## config.mk

```make
export PLATFORM = sky130hd
export DESIGN_NAME = dac_sample_feeder
export DESIGN_NICKNAME = d
export VERILOG_FILES = /design/src/rtl/dac_sample_feeder.sv
export SDC_FILE = /design/constraint.sdc
export NUM_CORES = 1
export LEC_CHECK = 0
export ABC_CLOCK_PERIOD_IN_PS = 4700
export BUFFER_PORTS_ARGS = -buffer_cell sky130_fd_sc_hd__buf_2
export CORE_ASPECT_RATIO = 0.9
export CORE_MARGIN = 3
export CORE_UTILIZATION = 65
export DETAILED_ROUTE_END_ITERATION = 6
export GPL_TIMING_DRIVEN = 0
export PLACE_DENSITY = 0.92
export SLEW_MARGIN = 20
export SYNTH_ARGS = -nofsm -noshare
export SYNTH_HDL_FRONTEND = slang
export SYNTH_SLANG_ARGS = --single-unit
export TNS_END_PERCENT = 50
```

## constraint.sdc

```tcl
create_clock -name clk -period 4.7 [get_ports clk]
set_input_delay 0.94 -clock clk [delete_from_list [all_inputs] [get_ports clk]]
set_output_delay 0.94 -clock clk [all_outputs]
set_load 0.1 [all_outputs]
```

## src/rtl/dac_sample_feeder.sv

```systemverilog
// Sample FIFO feeding dac_control: releases one code per programmable period,
// holds the last code and flags a sticky underflow when a tick finds it empty.
module dac_sample_feeder #(
  parameter int WIDTH     = 8,
  parameter int DEPTH     = 16,
  parameter int DIV_WIDTH = 16
) (
  input  logic                   clk,
  input  logic                   rst,
  input  logic [WIDTH-1:0]       in_data,
  input  logic                   in_valid,
  output logic                   in_ready,
  input  logic                   enable,
  input  logic [DIV_WIDTH-1:0]   rate_div,
  input  logic                   underflow_clr,
  output logic [WIDTH-1:0]       binary,
  output logic                   sample_strobe,
  output logic                   underflow,
  output logic [$clog2(DEPTH):0] level
);

  localparam int AW = $clog2(DEPTH);

  logic [WIDTH-1:0]     mem_q [DEPTH];
  logic [AW-1:0]        wr_ptr_q, wr_ptr_d;
  logic [AW-1:0]        rd_ptr_q, rd_ptr_d;
  logic [AW:0]          count_q, count_d;
  logic [DIV_WIDTH-1:0] cnt_q, cnt_d;
  logic [WIDTH-1:0]     binary_q, binary_d;
  logic                 strobe_q, strobe_d;
  logic                 underflow_q, underflow_d;
  logic                 push, pop, tick;
  logic                 empty, full;

  assign empty = (count_q == '0);
  assign full  = (count_q == (AW+1)'(DEPTH));
  assign push  = in_valid & ~full;
  // >= so that lowering rate_div below the count ticks right away
  assign tick  = enable & (cnt_q >= rate_div);
  // pop sees registered occupancy: a word pushed this cycle is not bypassed
  assign pop   = tick & ~empty;

  always_comb begin
    wr_ptr_d    = wr_ptr_q;
    rd_ptr_d    = rd_ptr_q;
    count_d     = count_q;
    cnt_d       = '0;
    binary_d    = binary_q;
    strobe_d    = pop;
    underflow_d = underflow_q;
    if (enable && !tick) cnt_d = cnt_q + 1'b1;
    if (push) wr_ptr_d = wr_ptr_q + 1'b1;
    if (pop) begin
      rd_ptr_d = rd_ptr_q + 1'b1;
      binary_d = mem_q[rd_ptr_q];
    end
    unique case (1'b1)
      push && !pop: count_d = count_q + 1'b1;
      pop && !push: count_d = count_q - 1'b1;
      default:      count_d = count_q;
    endcase
    if (tick && empty)      underflow_d = 1'b1;
    else if (underflow_clr) underflow_d = 1'b0;
  end

  always_ff @(posedge clk) begin
    if (push) mem_q[wr_ptr_q] <= in_data;
  end

  always_ff @(posedge clk or negedge rst) begin
    if (!rst) begin
      wr_ptr_q    <= '0;
      rd_ptr_q    <= '0;
      count_q     <= '0;
      cnt_q       <= '0;
      binary_q    <= '0;
      strobe_q    <= 1'b0;
      underflow_q <= 1'b0;
    end else begin
      wr_ptr_q    <= wr_ptr_d;
      rd_ptr_q    <= rd_ptr_d;
      count_q     <= count_d;
      cnt_q       <= cnt_d;
      binary_q    <= binary_d;
      strobe_q    <= strobe_d;
      underflow_q <= underflow_d;
    end
  end

  assign in_ready      = ~full;
  assign binary        = binary_q;
  assign sample_strobe = strobe_q;
  assign underflow     = underflow_q;
  assign level         = count_q;

endmodule

```

; ---- After elaboration in Yosys (flattened, before gate mapping)
; Memory sizes are Yosys's and may differ from the RTL's. A register that Yosys moved wholly into a read port is not among the register bits.
; Cells that the tools add are included.
[totals]
ff_bits = 31
latch_bits = 0
ram_bits = 128
mem_bits_ro = 0
inputBits = 29
output_inout_bits = 16
wordCells = 36
memories = 1
[memory_table]
columns = memory, words, width, rd, rd_clocked_by_memory_dff, write_ports, line_no
row1 = mem_q, 16, 8, 1, 1, 1, 24  ; logic [WIDTH-1:0] mem_q [DEPTH];
[op_classes]
add_sub_neg = 5
n_mul = 0
div = 0
order_cmp = 1
eq_ne = 1
n_shift = 0
mux = 6
bitwise_logic = 5
n_reduce_logical = 11
[ops]
columns = op, count
row1 = $add A16 B1 Y16 const B, 1
row2 = $ge A16 B16 Y1, 1
row3 = $mux W16, 1
row4 = $pmux W5 S2, 1
row5 = $add A4 B1 Y4 const B, 2
row6 = $add A5 B1 Y5 const B, 1
row7 = $eq A5 B5 Y1 const B, 1
row8 = $logic_not A5 Y1, 1
row9 = $sub A5 B1 Y5 const B, 1
row10 = $logic_and A1 B1 Y1, 4
row11 = $logic_not A1 Y1, 4
row12 = $mux W1, 4
row13 = $reduce_bool A2 Y1, 2
row14 = $and A1 B1 Y1, 3
row15 = $not A1 Y1, 2

; ---- Longest topological paths before layout
; Gate-level depths: netlist of run 1.
[depth]
depth_word = 6
mapped_depth = 18
depth_no_buf = 17

; ---- Worst setup path after synthesis of run 1
; Ideal clock, no wire load.
[synth_timing]
path_type = reg2reg
startpoint = reg count_q[0], in the netlist level[0]
endpoint = reg count_q[4], in the netlist level[4]
setup_time_ps = 162
t_arrival_ps = 3729
required_time_ps = 4538
setup_slack_ps = 809
stages_incl_launch_ff = 15
n_path_buf = 1
synth_period_minus_slack_ps = 3891
path_cell_list = dfrtp_1 -> nor4_1 -> nand2_1 -> and2_1 -> clkbuf_1 -> inv_1 -> ha_1 -> inv_1 -> fa_1 -> inv_1 -> a21o_1 -> a21oi_1 -> xnor2_1 -> nor2_1 -> xor2_1
[synth_via]
elab_chain_len = 6
elab_cells_between_ends = 14
cone_classes = add/sub: 2 / eq/ne: 1 / mux: 1 / bitwise: 4 / reduce/logical: 6
[synth_lines]
columns = item, line_no
row1 = "start, declared", 27  ; logic [AW:0] count_q, count_d;
row2 = "start signal, assigned", 82  ; count_q <= count_d;
row3 = $eq A5 B5 Y1 *, 36  ; assign full = (count_q == (AW+1)'(DEPTH));
row4 = $not A1 Y1 *, -
row5 = via in_ready, 12  ; output logic in_ready,
row6 = $and A1 B1 Y1 *, 37  ; assign push = in_valid & ~full;
row7 = $logic_not A1 Y1, 59  ; pop && !push: count_d = count_q - 1'b1;
row8 = $logic_and A1 B1 Y1, 59
row9 = $pmux W5 S2 or $reduce_bool A2 Y1 (tied branches), -
; Mark *: on every way through the listed nets, which the timed path passes. The rest lies on a longest branch.
; A chain may end at the register's enable or synchronous reset.

; ---- Worst setup path after layout of run 1
[layout_timing]
startpoint = in rate_div[6]
endpoint = reg count_q[4], in the netlist level[4]
[layout_via]
elab_chain_len = 6
elab_cells_between_ends = 8
cone_classes = order compare: 1 / mux: 1 / bitwise: 2 / reduce/logical: 4
[layout_lines]
columns = item, line_no
row1 = "start, declared", 14  ; input logic [DIV_WIDTH-1:0] rate_div,
row2 = $ge A16 B16 Y1 *, 39  ; assign tick = enable & (cnt_q >= rate_div);
row3 = $and A1 B1 Y1 *, 39
row4 = $and A1 B1 Y1 *, 41  ; assign pop = tick & ~empty;
row5 = via pop, 32  ; logic push, pop, tick;
row6 = $logic_not A1 Y1, 58  ; push && !pop: count_d = count_q + 1'b1;
row7 = $logic_and A1 B1 Y1, 58
row8 = $pmux W5 S2 or $reduce_bool A2 Y1 (tied branches), -
; Marks and branches as above.

==> results of run 1 <==
[through the flow]
| step | total power [mW] | instance area [um^2] | setup WS [ns] |
|---|---|---|---|
| 2_1_floorplan | 2.30 | 7190 | 0.809 |
| 3_3_place_gp | 2.43 | 7580 | 0.579 |
| 3_5_place_dp | 2.49 | 7600 | 0.357 |
| 4_1_cts | 3.87 | 8190 | 0.777 |
| 5_1_grt | 3.99 | 8190 | 0.484 |
| 6_report | 3.87 | 8190 | 0.723 |
[report_power, final]
group | total (mW) | switching [mW] | leakage (nW) | internal (mW)
Sequential | 1.83 | 0.0736 | 1.68 | 1.75
Combinational | 0.663 | 0.482 | 1.20 | 0.181
Clock | 1.38 | 0.576 | 0.282 | 0.803
Total | 3.87 | 1.13 | 3.17 | 2.74
[synthesized netlist by cell type (3+ instances only)]
master,count
xor2_1,12
clkbuf_1,6
dfrtp_1,39
mux4_2,20
nor3_1,5
nand2_1,16
edfxtp_1,128
xnor2_1,13
ha_1,26
and4_1,3
nor2_1,32
mux2_2,9
nand4_1,9
a21oi_1,4
mux4_1,20
o21ai_0,7
nand3_1,7
nand2b_1,4
and3_1,5
buf_6,3
inv_1,27
[flip-flops by register name, summed over array words and instances (netlist names)]
register	flops
level	5
rd_ptr_q	4
binary	8
mem_q	128
wr_ptr_q	4
cnt_q	16
underflow	1
sample_strobe	1
[cell usage in the layout (no fill, tap or decap), types with 4 or more instances in the layout]
| master | Yosys | routed |
|---|---|---|
| edfxtp_1 | 128 | 128 |
| buf_2 | 1 | 45 |
| dfrtp_1 | 39 | 39 |
| nor2_1 | 32 | 32 |
| inv_1 | 27 | 27 |
| ha_1 | 26 | 26 |
| mux4_2 | 20 | 20 |
| mux4_1 | 20 | 20 |
| clkbuf_16 | 0 | 17 |
| nand2_1 | 16 | 16 |
| xnor2_1 | 13 | 13 |
| xor2_1 | 12 | 12 |
| nand4_1 | 9 | 9 |
| mux2_2 | 9 | 9 |
| clkbuf_1 | 6 | 7 |
| o21ai_0 | 7 | 7 |
| nand3_1 | 7 | 7 |
| and3_1 | 5 | 5 |
| a21oi_1 | 4 | 4 |
| nand2b_1 | 4 | 4 |
| nor3_2 | 0 | 4 |
[worst register-to-register path, stage by stage, from the launching register on]
cell and delay (ns):
dfrtp_1 0.48, ha_1 0.34, and3_1 0.19, o311a_1 0.32
o21ai_0 0.30, nand3_1 0.24, nand3_1 0.18, buf_4 0.23
inv_1 0.11, ha_1 0.26, inv_1 0.13, fa_1 0.22
inv_1 0.05, a21o_1 0.17, a21oi_1 0.17, xnor2_1 0.14
nor2_1 0.06, xor2_1 0.14
[layout make-up]
type	instances	area share (%)
tap	129	1.97
inverter	27	1.24
timing repair buffer	44	2.69
buffer	16	1.24
sequential	167	58.9
clock buffer	19	5.41
multi-input combinational	206	26.8
clock inverter	13	1.80
[worst max-delay path by stage]
stage,to,slack (ns),cells after the start
global route,level[4]$_DFFE_PN0P_,0.48,19
finish,level[4]$_DFFE_PN0P_,0.72,19
CTS,level[4]$_DFFE_PN0P_,0.78,19
global placement,level[4]$_DFFE_PN0P_,0.58,19
floorplan,level[4]$_DFFE_PN0P_,0.81,14
detailed placement,level[4]$_DFFE_PN0P_,0.36,19
[routing by layer]
layer	vias up	global-route usage [%]
met2	238	44.7
met3	51	7.81
li1	1730	-
met4	2	11.8
met1	2062	37.3
met5	-	0
[kinds of logic (layout without fill, tap and decap cells)]
group	after synthesis	in the layout	synth area share, %
and+or+nand+nor	85	85	5.62
DFF	167	167	67.0
xor gates and xnor gates	25	25	3.04
AOI/OAI and AO/OA	20	20	1.76
adders and majority gates	27	27	4.80
buffers and inverters	43	119	2.82
muxes	49	49	15.0
==> reports/qor.yml, run 1 <==
logic_synthesis:
  synth_warnings: 0
  ys_seq_area_share_pct: 67.0
  async_reset_ff_share_pct: 23.4
  yosysTopAreaCellShare_pct: 53.4
  ys_types: 38
  synth_flop_cell: "edfxtp_1"
  synth.area.top_cells: "edfxtp_1, dfrtp_1, mux4_1"
  synth_top_cell_by_area: "edfxtp_1"
  synthesis.area_mm2: 0.00719
  synth_edf_count: 128
  ys_ff_latch: 167
  synth_nets: 472
  synth_area_per_cell_um2: 17.3
  synth_cells: 416
critical_path:
  r2r_start: "cnt_q[6]$_DFF_PN0_"
  r2r_end: "level[4]$_DFFE_PN0P_"
  crit_chain: "buf_2 -> inv_1 -> ha_1 -> and3_1 -> o311a_1 -> o21ai_0 -> nand3_1 -> nand3_1 -> buf_4 -> inv_1 -> ha_1 -> inv_1 -> fa_1 -> inv_1 -> a21o_1 -> a21oi_1 -> xnor2_1 -> nor2_1 -> xor2_1"
  crit_type: "in -> reg"
  crit_top_cell: "inv_1"
  cp_slowest_stage_delay_ns: 0.32
  end_kind: "register"
  worst-path-buf-inv: 6
  worstPathMaxFanout: 10
  cp_data_required_time_ns: 5.01
  path_delay_family: "compound AO/OA/AOI/OAI gates"
  startpoint_type: "input pin"
  reg2reg_slack_ns: 0.84
  setup.worst_path.start: "rate_div[6]"
  cpMaxStageDelayCell: "o311a_1"
  arrival_ns: 4.29
  r2r_cells: 17
drt:
  dr_wl_met2_mm: 7.98
  viasPerCell: 6.57
  via_count: 4083
  wl_mm: 16.0
  drt-met1-wl_mm: 6.11
  first_iter_violations: 404
  wl_met3_mm: 1.40
  drc_errors: 0
  highest_layer: "met5"
  ant_nets: 0
  wl_per_cell_um: 25.8
  first_pass_iters: 4
grt:
  grt_usage_pct: 28.3
  grt_pass1_vias: 4180
  grt_pass1_wl_mm: 24.7
  grt_max_degree: 40
  grt-ovfl-total: 0
  antenna_found_initial: 1
clocking:
  cts_setup_buffers: 0
  cts_buffers: 17
  cts_htree_levels: 4
  clock-sinks: 167
  clock_latency_ns: 0.42
  holdBufCountCts: 0
  cts_tree: "done"
  ctsResizeCount: 0
  root_buffer: "clkbuf_16"
  clk_pin_slew_ns: 0.06
  clockBufferDepth: 2
pwr:
  worst_ir_drop_vdd_mv: 0.379
  p_per_area_mw_per_mm2: 472
  p_leak_nw: 3.17
flow_run:
  max_cap_violations: 0
sta:
  max_slew_margin_pct: 38.6
  worstMarginPinSlew_ns: 0.916
  hold_viol_final: 0
  hold_ws_ns: 0.505
  drv_slew: 0
  fmax_mhz: 251
  min_period_ns: 3.98
  period_share_pct: 84.6
  setup_viol: 0
  rsz0062_at_grt: "no"
  finClkSkew_ns: 0.00761
  setup_tns_ns: 0
hold_path:
  min_path_type: "reg -> reg"
  worstHoldStart: "level[4]$_DFFE_PN0P_"
  hold-path-endpoint: "level[4]$_DFFE_PN0P_"
  hold_depth: 1
place:
  hpwl_mm: 10.5
  portBuffers: 44
  gp_congestion: 0.818
  dp.cells: 589
floorplan:
  rows: 35
  pin_count: 45
  core_mm2: 0.0105
  initial_core_util_pct: 68.5
  dieArea_mm2: 0.0124
  die_w_um: 117
  die_h_um: 106
final_layout:
  nFillCells: 503
  regArea_mm2: 0.00482
  diodes: 0
  area_delta_synth_final_pct: 13.8
  final_cells: 621
  nets: 535
  fin_util_pct: 77.9
  layout-drive-gt1-share_pct: 23.6
  multi_input_area_mm2: 0.00219
run_status:
  status: "complete, no violations"
(Power assumes the default switching activity.)
==> run 2, diff against run 1 <==
--- a/config.mk
+++ b/config.mk
@@ -5,14 +5,15 @@
 export SDC_FILE = /design/constraint.sdc
 export NUM_CORES = 1
 export LEC_CHECK = 0
-export ABC_CLOCK_PERIOD_IN_PS = 4700
+export ABC_AREA = 1
+export ABC_CLOCK_PERIOD_IN_PS = 4000
 export BUFFER_PORTS_ARGS = -buffer_cell sky130_fd_sc_hd__buf_2
 export CORE_ASPECT_RATIO = 0.9
 export CORE_MARGIN = 3
-export CORE_UTILIZATION = 65
+export CORE_UTILIZATION = 61
 export DETAILED_ROUTE_END_ITERATION = 6
 export GPL_TIMING_DRIVEN = 0
-export PLACE_DENSITY = 0.92
+export PLACE_DENSITY = 0.87
 export SLEW_MARGIN = 20
 export SYNTH_ARGS = -nofsm -noshare
 export SYNTH_HDL_FRONTEND = slang
==> constraint.sdc (replaced) <==
create_clock -name clk -period 4 [get_ports clk]
set_input_delay 0.8 -clock clk [delete_from_list [all_inputs] [get_ports clk]]
set_output_delay 0.8 -clock clk [all_outputs]
set_load 0.1 [all_outputs]
==> reports/qor.yml, run 2 <==
pwr:
  p_per_area_mw_per_mm2: 529  # +12%
  worst_ir_drop_vdd_mv: 0.395  # +4.1%
  p_leak_nw: 4.26  # +35%
floorplan:
  pin_count: 45  # unchanged
  die_w_um: 128  # +9.4%
  rows: 39  # +11%
  initial_core_util_pct: 63.3  # -5.1 points
  die_h_um: 116  # +9.4%
  dieArea_mm2: 0.0148  # +20%
  core_mm2: 0.0129  # +23%
sta:
  setup_tns_ns: 0  # unchanged
  fin_ws_ns: 0.787  # +0.0638 ns
  hold_viol_final: 0  # unchanged
  drv_slew: 0  # unchanged
  fmax_mhz: 311
  worstMarginPinSlew_ns: 0.898  # -0.0180 ns
  min_period_ns: 3.21
  rsz0062_at_grt: "no"
  max_slew_margin_pct: 40.2  # +1.5 points
  finClkSkew_ns: 0.0119  # +0.00430 ns
  hold_ws_ns: 0.477  # -0.0284 ns
  period_share_pct: 80.3
  setup_viol: 0  # unchanged
clocking:
  clk_pin_slew_ns: 0.06  # about the same
  cts_setup_buffers: 0  # unchanged
  cts_htree_levels: 4  # unchanged
  clockBufferDepth: 2  # unchanged
  holdBufCountCts: 0  # unchanged
  clock-sinks: 167  # unchanged
  clock_latency_ns: 0.44  # +0.02 ns
  cts_buffers: 17  # unchanged
  ctsResizeCount: 0  # unchanged
  cts_tree: "done"
  root_buffer: "clkbuf_16"
logic_synthesis:
  synth_warnings: 0  # unchanged
  synth_area_per_cell_um2: 9.80  # -43%
  synth_top_cell_by_area: "edfxtp_1"
  synth_nets: 888  # +88%
  synth_flop_cell: "edfxtp_1"
  synth.top_cells.by_count: "nand2_1, inv_1, edfxtp_1, nand3_1, dfrtp_1"
  synth_most_common_cell: "nand2_1"
  ys_ff_latch: 167  # unchanged
  synth_edf_count: 128  # unchanged
  ys_seq_area_share_pct: 59.1  # -7.9 points
  synth.area.top_cells: "edfxtp_1, dfrtp_1, nand2_1"
  yosysTopAreaCellShare_pct: 47.1  # -6.3 points
  async_reset_ff_share_pct: 23.4  # unchanged
  synth_cells: 832  # +100%
  synthesis.area_mm2: 0.00816  # +13%
  ys_types: 38  # unchanged
place:
  portBuffers: 44  # unchanged
  place_area_mm2: 0.00858  # +13%
  preCtsSetupSlack_ns: 0.380  # +0.0236 ns
  hpwl_mm: 12.3  # +17%
  dp.cells: 1040  # +77%
  gp_congestion: 0.904  # +10%
critical_path:
  arrival_ns: 3.53  # -0.76 ns
  cpMaxStageDelayCell: "dfrtp_1"
  crit_top_cell: "inv_1"
  worstPathMaxFanout: 10  # unchanged
  startpoint_type: "register"
  crit_type: "reg -> reg"
  cp_slowest_stage_delay_ns: 0.46  # +0.14 ns
  cp_data_required_time_ns: 4.32  # -0.69 ns
  end_kind: "register"
  crit_chain: "ha_1 -> nand4_1 -> nor3_2 -> nand2_4 -> nand2_4 -> nand3_4 -> buf_12 -> inv_1 -> ha_1 -> inv_1 -> fa_1 -> inv_1 -> nand2_1 -> a21oi_1 -> nor2_1 -> nand2_1 -> nand3_1 -> xnor2_1"
drt:
  drc_errors: 0  # unchanged
  via_count: 6047  # +48%
  drt-met1-wl_mm: 7.57  # +24%
  wl_mm: 18.8  # +17%
  wl_met3_mm: 1.75  # +25%
  first_pass_iters: 5  # +1
  first_iter_violations: 753  # +86%
  wl_per_cell_um: 17.5  # -32%
  highest_layer: "met4"
  viasPerCell: 5.64  # -14%
  dr_wl_met2_mm: 8.92  # +12%
  ant_nets: 0  # unchanged
grt:
  antenna_found_initial: 0  # -1
  grt_usage_pct: 26.7  # -1.5 points
  grt_pass1_vias: 5769  # +38%
  grt_pass1_wl_mm: 29.6  # +20%
  grt_max_degree: 40  # unchanged
  grt-ovfl-total: 0  # unchanged
final_layout:
  layout-drive-gt1-share_pct: 15.2  # -8.4 points
  post-route-cell-area_mm2: 0.00919  # +12%
  final_cells: 1072  # +73%
  layout_commonest_cell: "nand2_1"
  nets: 951  # +78%
  largest-register: "mem_q"
  largest_reg_flops: 128  # unchanged
  layout_common_cells: "nand2_1, inv_1, edfxtp_1"
  diodes: 0  # unchanged
  area_delta_synth_final_pct: 12.6
flow_run:
  max_cap_violations: 0  # unchanged
hold_path:
  min_path_type: "reg -> reg"
run_status:
  status: "complete, no violations"
## run 2: report_power, final
| group | switching (mW) | internal [mW] |
|---|---|---|
| logic | 0.779 | 0.240 |
| clock network | 0.692 | 0.991 |
| registers | 0.0880 | 2.07 |
## run 2: final cells by class
cell class              count  area (um^2)
plain buffers              30          193
clock buffers              19          433
clock inverters            13          170
fillers                   860         3700
inverters                 172          646
multi-input cells         463         2500
flip-flops and latches    167         4820
well taps                 164          205
repair buffers             44          220
## run 2: worst paths after layout
kind | slack, ns | to | depth (start not counted) | from
min reg2reg | 0.48 | binary[4]$_DFFE_PN0P_ | 2 | binary[4]$_DFFE_PN0P_
max reg2reg | 0.79 | level[4]$_DFFE_PN0P_ | 18 | cnt_q[11]$_DFF_PN0_
min in group asynchronous | 0.49 | rd_ptr_q[2]$_DFFE_PN0P_ | 1 | rst
min | 0.48 | binary[4]$_DFFE_PN0P_ | 2 | binary[4]$_DFFE_PN0P_
max | 0.79 | level[4]$_DFFE_PN0P_ | 18 | cnt_q[11]$_DFF_PN0_
max in group asynchronous | 2.94 | level[3]$_DFFE_PN0P_ | 1 | rst
## run 2: cells by family (layout without fill, tap and decap cells)
| logic type | Yosys count | in the layout | synth area share [%] |
|---|---|---|---|
| simple gates | 395 | 395 | 23.0 |
| xor+xnor | 15 | 15 | 1.61 |
| compound gates | 26 | 26 | 1.75 |
| buf+inv | 202 | 278 | 10.3 |
| flops | 167 | 167 | 59.1 |
| fa+ha+maj | 27 | 27 | 4.23 |
## run 2: worst max-delay path: cells and delay by family (launching register included)
kind                     cells  cell delay [ns]
AND/OR/NAND/NOR              9             0.94
adder cells (fa/ha/maj)      3             0.98
AO/OA/AOI/OAI                1             0.17
buffers and inverters        4             0.43
XOR/XNOR                     1             0.13
flip-flops                   1             0.46
## run 2: per-layer routing
layer	vias up	GRT usage, %
li1	2803	-
met1	2865	35.5
met2	322	42.7
met3	57	7.28
met4	0	10.3
met5	-	0
## run 2: stage by stage
step	total power [mW]	utilization, %
2_1_floorplan	2.92	-
3_3_place_gp	3.15	66.6
3_5_place_dp	3.18	66.6
4_1_cts	4.85	71.3
5_1_grt	5.05	71.3
6_report	4.86	71.3
==> run 3, diff against run 2 <==
--- a/config.mk
+++ b/config.mk
@@ -5,15 +5,15 @@
 export SDC_FILE = /design/constraint.sdc
 export NUM_CORES = 1
 export LEC_CHECK = 0
-export ABC_AREA = 1
-export ABC_CLOCK_PERIOD_IN_PS = 4000
+export ABC_AREA = 0
+export ABC_CLOCK_PERIOD_IN_PS = 2900
 export BUFFER_PORTS_ARGS = -buffer_cell sky130_fd_sc_hd__buf_2
 export CORE_ASPECT_RATIO = 0.9
 export CORE_MARGIN = 3
-export CORE_UTILIZATION = 61
+export CORE_UTILIZATION = 54
 export DETAILED_ROUTE_END_ITERATION = 6
 export GPL_TIMING_DRIVEN = 0
-export PLACE_DENSITY = 0.87
+export PLACE_DENSITY = 0.82
 export SLEW_MARGIN = 20
 export SYNTH_ARGS = -nofsm -noshare
 export SYNTH_HDL_FRONTEND = slang
==> constraint.sdc (replaced) <==
create_clock -name clk -period 2.9 [get_ports clk]
set_input_delay 0.58 -clock clk [delete_from_list [all_inputs] [get_ports clk]]
set_output_delay 0.58 -clock clk [all_outputs]
set_load 0.1 [all_outputs]
==> reports/qor.yml, run 3 (synthesized netlist as in run 1, its figures left out) <==
final_layout:
  nFillCells: 832  # -3.3%
  layout_commonest_cell: "edfxtp_1"
  final_cells: 680  # -37%
  diodes: 0  # unchanged
  nets: 560  # -41%
  layout_common_cells: "edfxtp_1, buf_2, nor2_1"
  largest-register: "mem_q"
  layout-drive-gt1-share_pct: 34.1  # +19 points
  area_delta_synth_final_pct: 20.0
  largest_reg_flops: 128  # unchanged
pwr:
  worst_ir_drop_vdd_mv: 0.493  # +25%
  switching_share_pct: 28.7  # -3.4 points
  power.share.clock_pct: 34.5  # about the same
  p_sw_mw: 1.78  # +14%
  p_leak_nw: 3.28  # -23%
  power.internal_mw: 4.43  # +34%
  p_comb_share_pct: 17.9  # -3.1 points
  p_per_area_mw_per_mm2: 720  # +36%
  power_frac_seq_pct: 47.6  # +3.2 points
floorplan:
  core_mm2: 0.0129  # unchanged
  die_h_um: 116  # -0.17%
  die_w_um: 128  # -0.17%
  dieArea_mm2: 0.0147  # -0.34%
  pin_count: 45  # unchanged
  rows: 39  # unchanged
  initial_core_util_pct: 55.8  # -7.5 points
sta:
  rsz0062_at_grt: "yes"
  min_period_ns: 3.01  # -0.204 ns
  hold_ws_ns: 0.283  # -0.195 ns
  worstMarginPinSlew_ns: 0.901  # +0.00390 ns
  max_slew_margin_pct: 39.9  # -0.26 points
  hold_viol_final: 0  # unchanged
  setup_tns_ns: -0.158  # -0.158 ns
  setup_viol: 2  # +2
  fmax_mhz: 332  # +6.8%
  drv_slew: 0  # unchanged
  fin_ws_ns: -0.109  # -0.896 ns
  finClkSkew_ns: 0.00947  # -0.00244 ns
  period_share_pct: 104  # +23 points
drt:
  via_count: 4009  # -34%
  first_iter_violations: 408  # -46%
  first_pass_iters: 5  # unchanged
  viasPerCell: 5.90  # +4.5%
  wl_per_cell_um: 22.1  # +26%
  drc_errors: 0  # unchanged
  wl_mm: 15.0  # -20%
  ant_nets: 0  # unchanged
critical_path:
  cpMaxStageDelayCell: "dfrtp_2"
  arrival_ns: 3.31  # -0.22 ns
  crit_type: "reg -> reg"
  worst-path-stages: 16  # -2
  end_kind: "register"
  cp_data_required_time_ns: 3.20  # -1.12 ns
  path_delay_family: "simple AND/OR/NAND/NOR gates"
  startpoint_type: "register"
  r2r_cells: 16  # -2
  worstPathMaxFanout: 4  # -6
  crit_chain: "ha_4 -> and4_4 -> o211ai_1 -> or3_4 -> nand3_4 -> nand3_4 -> inv_4 -> ha_4 -> inv_4 -> fa_2 -> inv_1 -> a21o_1 -> a21oi_2 -> xnor2_1 -> nor2_1 -> xor2_1"
  worst-path-buf-inv: 3  # -1
  cp_slowest_stage_delay_ns: 0.44  # -0.02 ns
clocking:
  cts_htree_levels: 4  # unchanged
  root_buffer: "clkbuf_16"
  clock-sinks: 167  # unchanged
  cts_buffers: 17  # unchanged
  clock_latency_ns: 0.42  # -0.02 ns
  clockBufferDepth: 2  # unchanged
  clk_pin_slew_ns: 0.06  # about the same
  cts_tree: "done"
hold_path:
  min_path_type: "in -> async"
place:
  gp_congestion: 0.808  # -11%
  hpwl_mm: 9.36  # -24%
  dp.cells: 624  # -40%
  portBuffers: 44  # unchanged
grt:
  antenna_found_initial: 0  # unchanged
  grt-ovfl-total: 0  # unchanged
  grt_max_degree: 40  # unchanged
  grt_usage_pct: 22.1  # -4.7 points
  grt_pass1_wl_mm: 23.4  # -21%
  grt_pass1_vias: 4147  # -28%
run_status:
  status: "complete, but fails checks"
  violations: "setup timing"
flow_run:
  max_cap_violations: 0  # unchanged
## run 3: cell count changes in the layout (fill, tap and decap cells not counted), moves of 12 or more
cell	previous run	this run
nand2_1	171	15
inv_1	168	21
nand3_1	119	5
buf_4	1	25
mux4_1	0	20
mux4_2	0	20
buf_2	62	45
nand2_2	12	0
## run 3: path summary, 6_finish.rpt
| check | from | to | slack [ns] |
|---|---|---|---|
| max in group asynchronous | rst | cnt_q[10]$_DFF_PN0_ | 1.99 |
| setup reg to reg | cnt_q[10]$_DFF_PN0_ | level[4]$_DFFE_PN0P_ | -0.11 |
| min in group clk | underflow_clr | underflow$_DFFE_PN0P_ | 0.36 |
| hold / removal | rst | level[1]$_DFFE_PN0P_ | 0.28 |
| hold reg to reg | binary[1]$_DFFE_PN0P_ | binary[1]$_DFFE_PN0P_ | 0.50 |
| setup / recovery | cnt_q[10]$_DFF_PN0_ | level[4]$_DFFE_PN0P_ | -0.11 |
## run 3: power by group through the flow
stage / clock network [mW] / registers (mW) / logic, mW
6_report: 2.14 / 2.96 / 1.11
5_1_grt: 2.26 / 2.98 / 1.20
4_1_cts: 2.17 / 2.96 / 1.11
3_5_place_dp: 0 / 3.00 / 1.08
3_3_place_gp: 0 / 2.98 / 1.03
2_1_floorplan: 0 / 3.24 / 0.522
## run 3: cell type report
type / count / area [um^2] / share of cell area, %
clock inverters: 12 / 131 / 1.52
clock buffers: 19 / 433 / 5.02
flip-flops and latches: 167 / 4830 / 56.0
multi-input cells: 206 / 2390 / 27.7
repair buffers: 70 / 428 / 4.96
inverters: 27 / 116 / 1.35
plain buffers: 15 / 93.8 / 1.09
well taps: 164 / 205 / 2.38
## run 3: routing by layer
layer  wire (um)  track usage, %
met1        5970            28.2
met2        7540            36.7
met3        1150            6.36
met4         359            8.06
met5           0               0
## run 3: worst register-to-register path, stage by stage, from the launching register on
cell      delay, ns
dfrtp_2        0.44
ha_4           0.27
and4_4         0.23
o211ai_1       0.09
or3_4          0.42
nand3_4        0.11
nand3_4        0.10
inv_4          0.09
ha_4           0.16
inv_4          0.04
fa_2           0.36
inv_1          0.06
a21o_1         0.12
a21oi_2        0.05
xnor2_1        0.13
nor2_1         0.07
xor2_1         0.17
## run 3: stage by stage
step / power, mW / setup WS (ns) / instance area (um^2) / utilization [%]
after global routing: 6.45 / -0.229 / 8630 / 67.0
after detailed placement: 4.08 / -0.621 / 7790 / 60.5
after CTS: 6.23 / -0.112 / 8580 / 66.6
final: 6.21 / -0.109 / 8630 / 67.0
after floorplan: 3.76 / -0.271 / 7340 / -
after global placement: 4.01 / -0.596 / 7770 / 60.3
## run 3: what timing repair did
action | 4_1_cts | 5_1_grt
pin swaps | 10 | 7
buffers inserted | 19 | 7
setup endpoints to repair | 4 | 3
resized for setup | 13 | 2
gates cloned | 0 | 0
hold buffers | 0 | 0
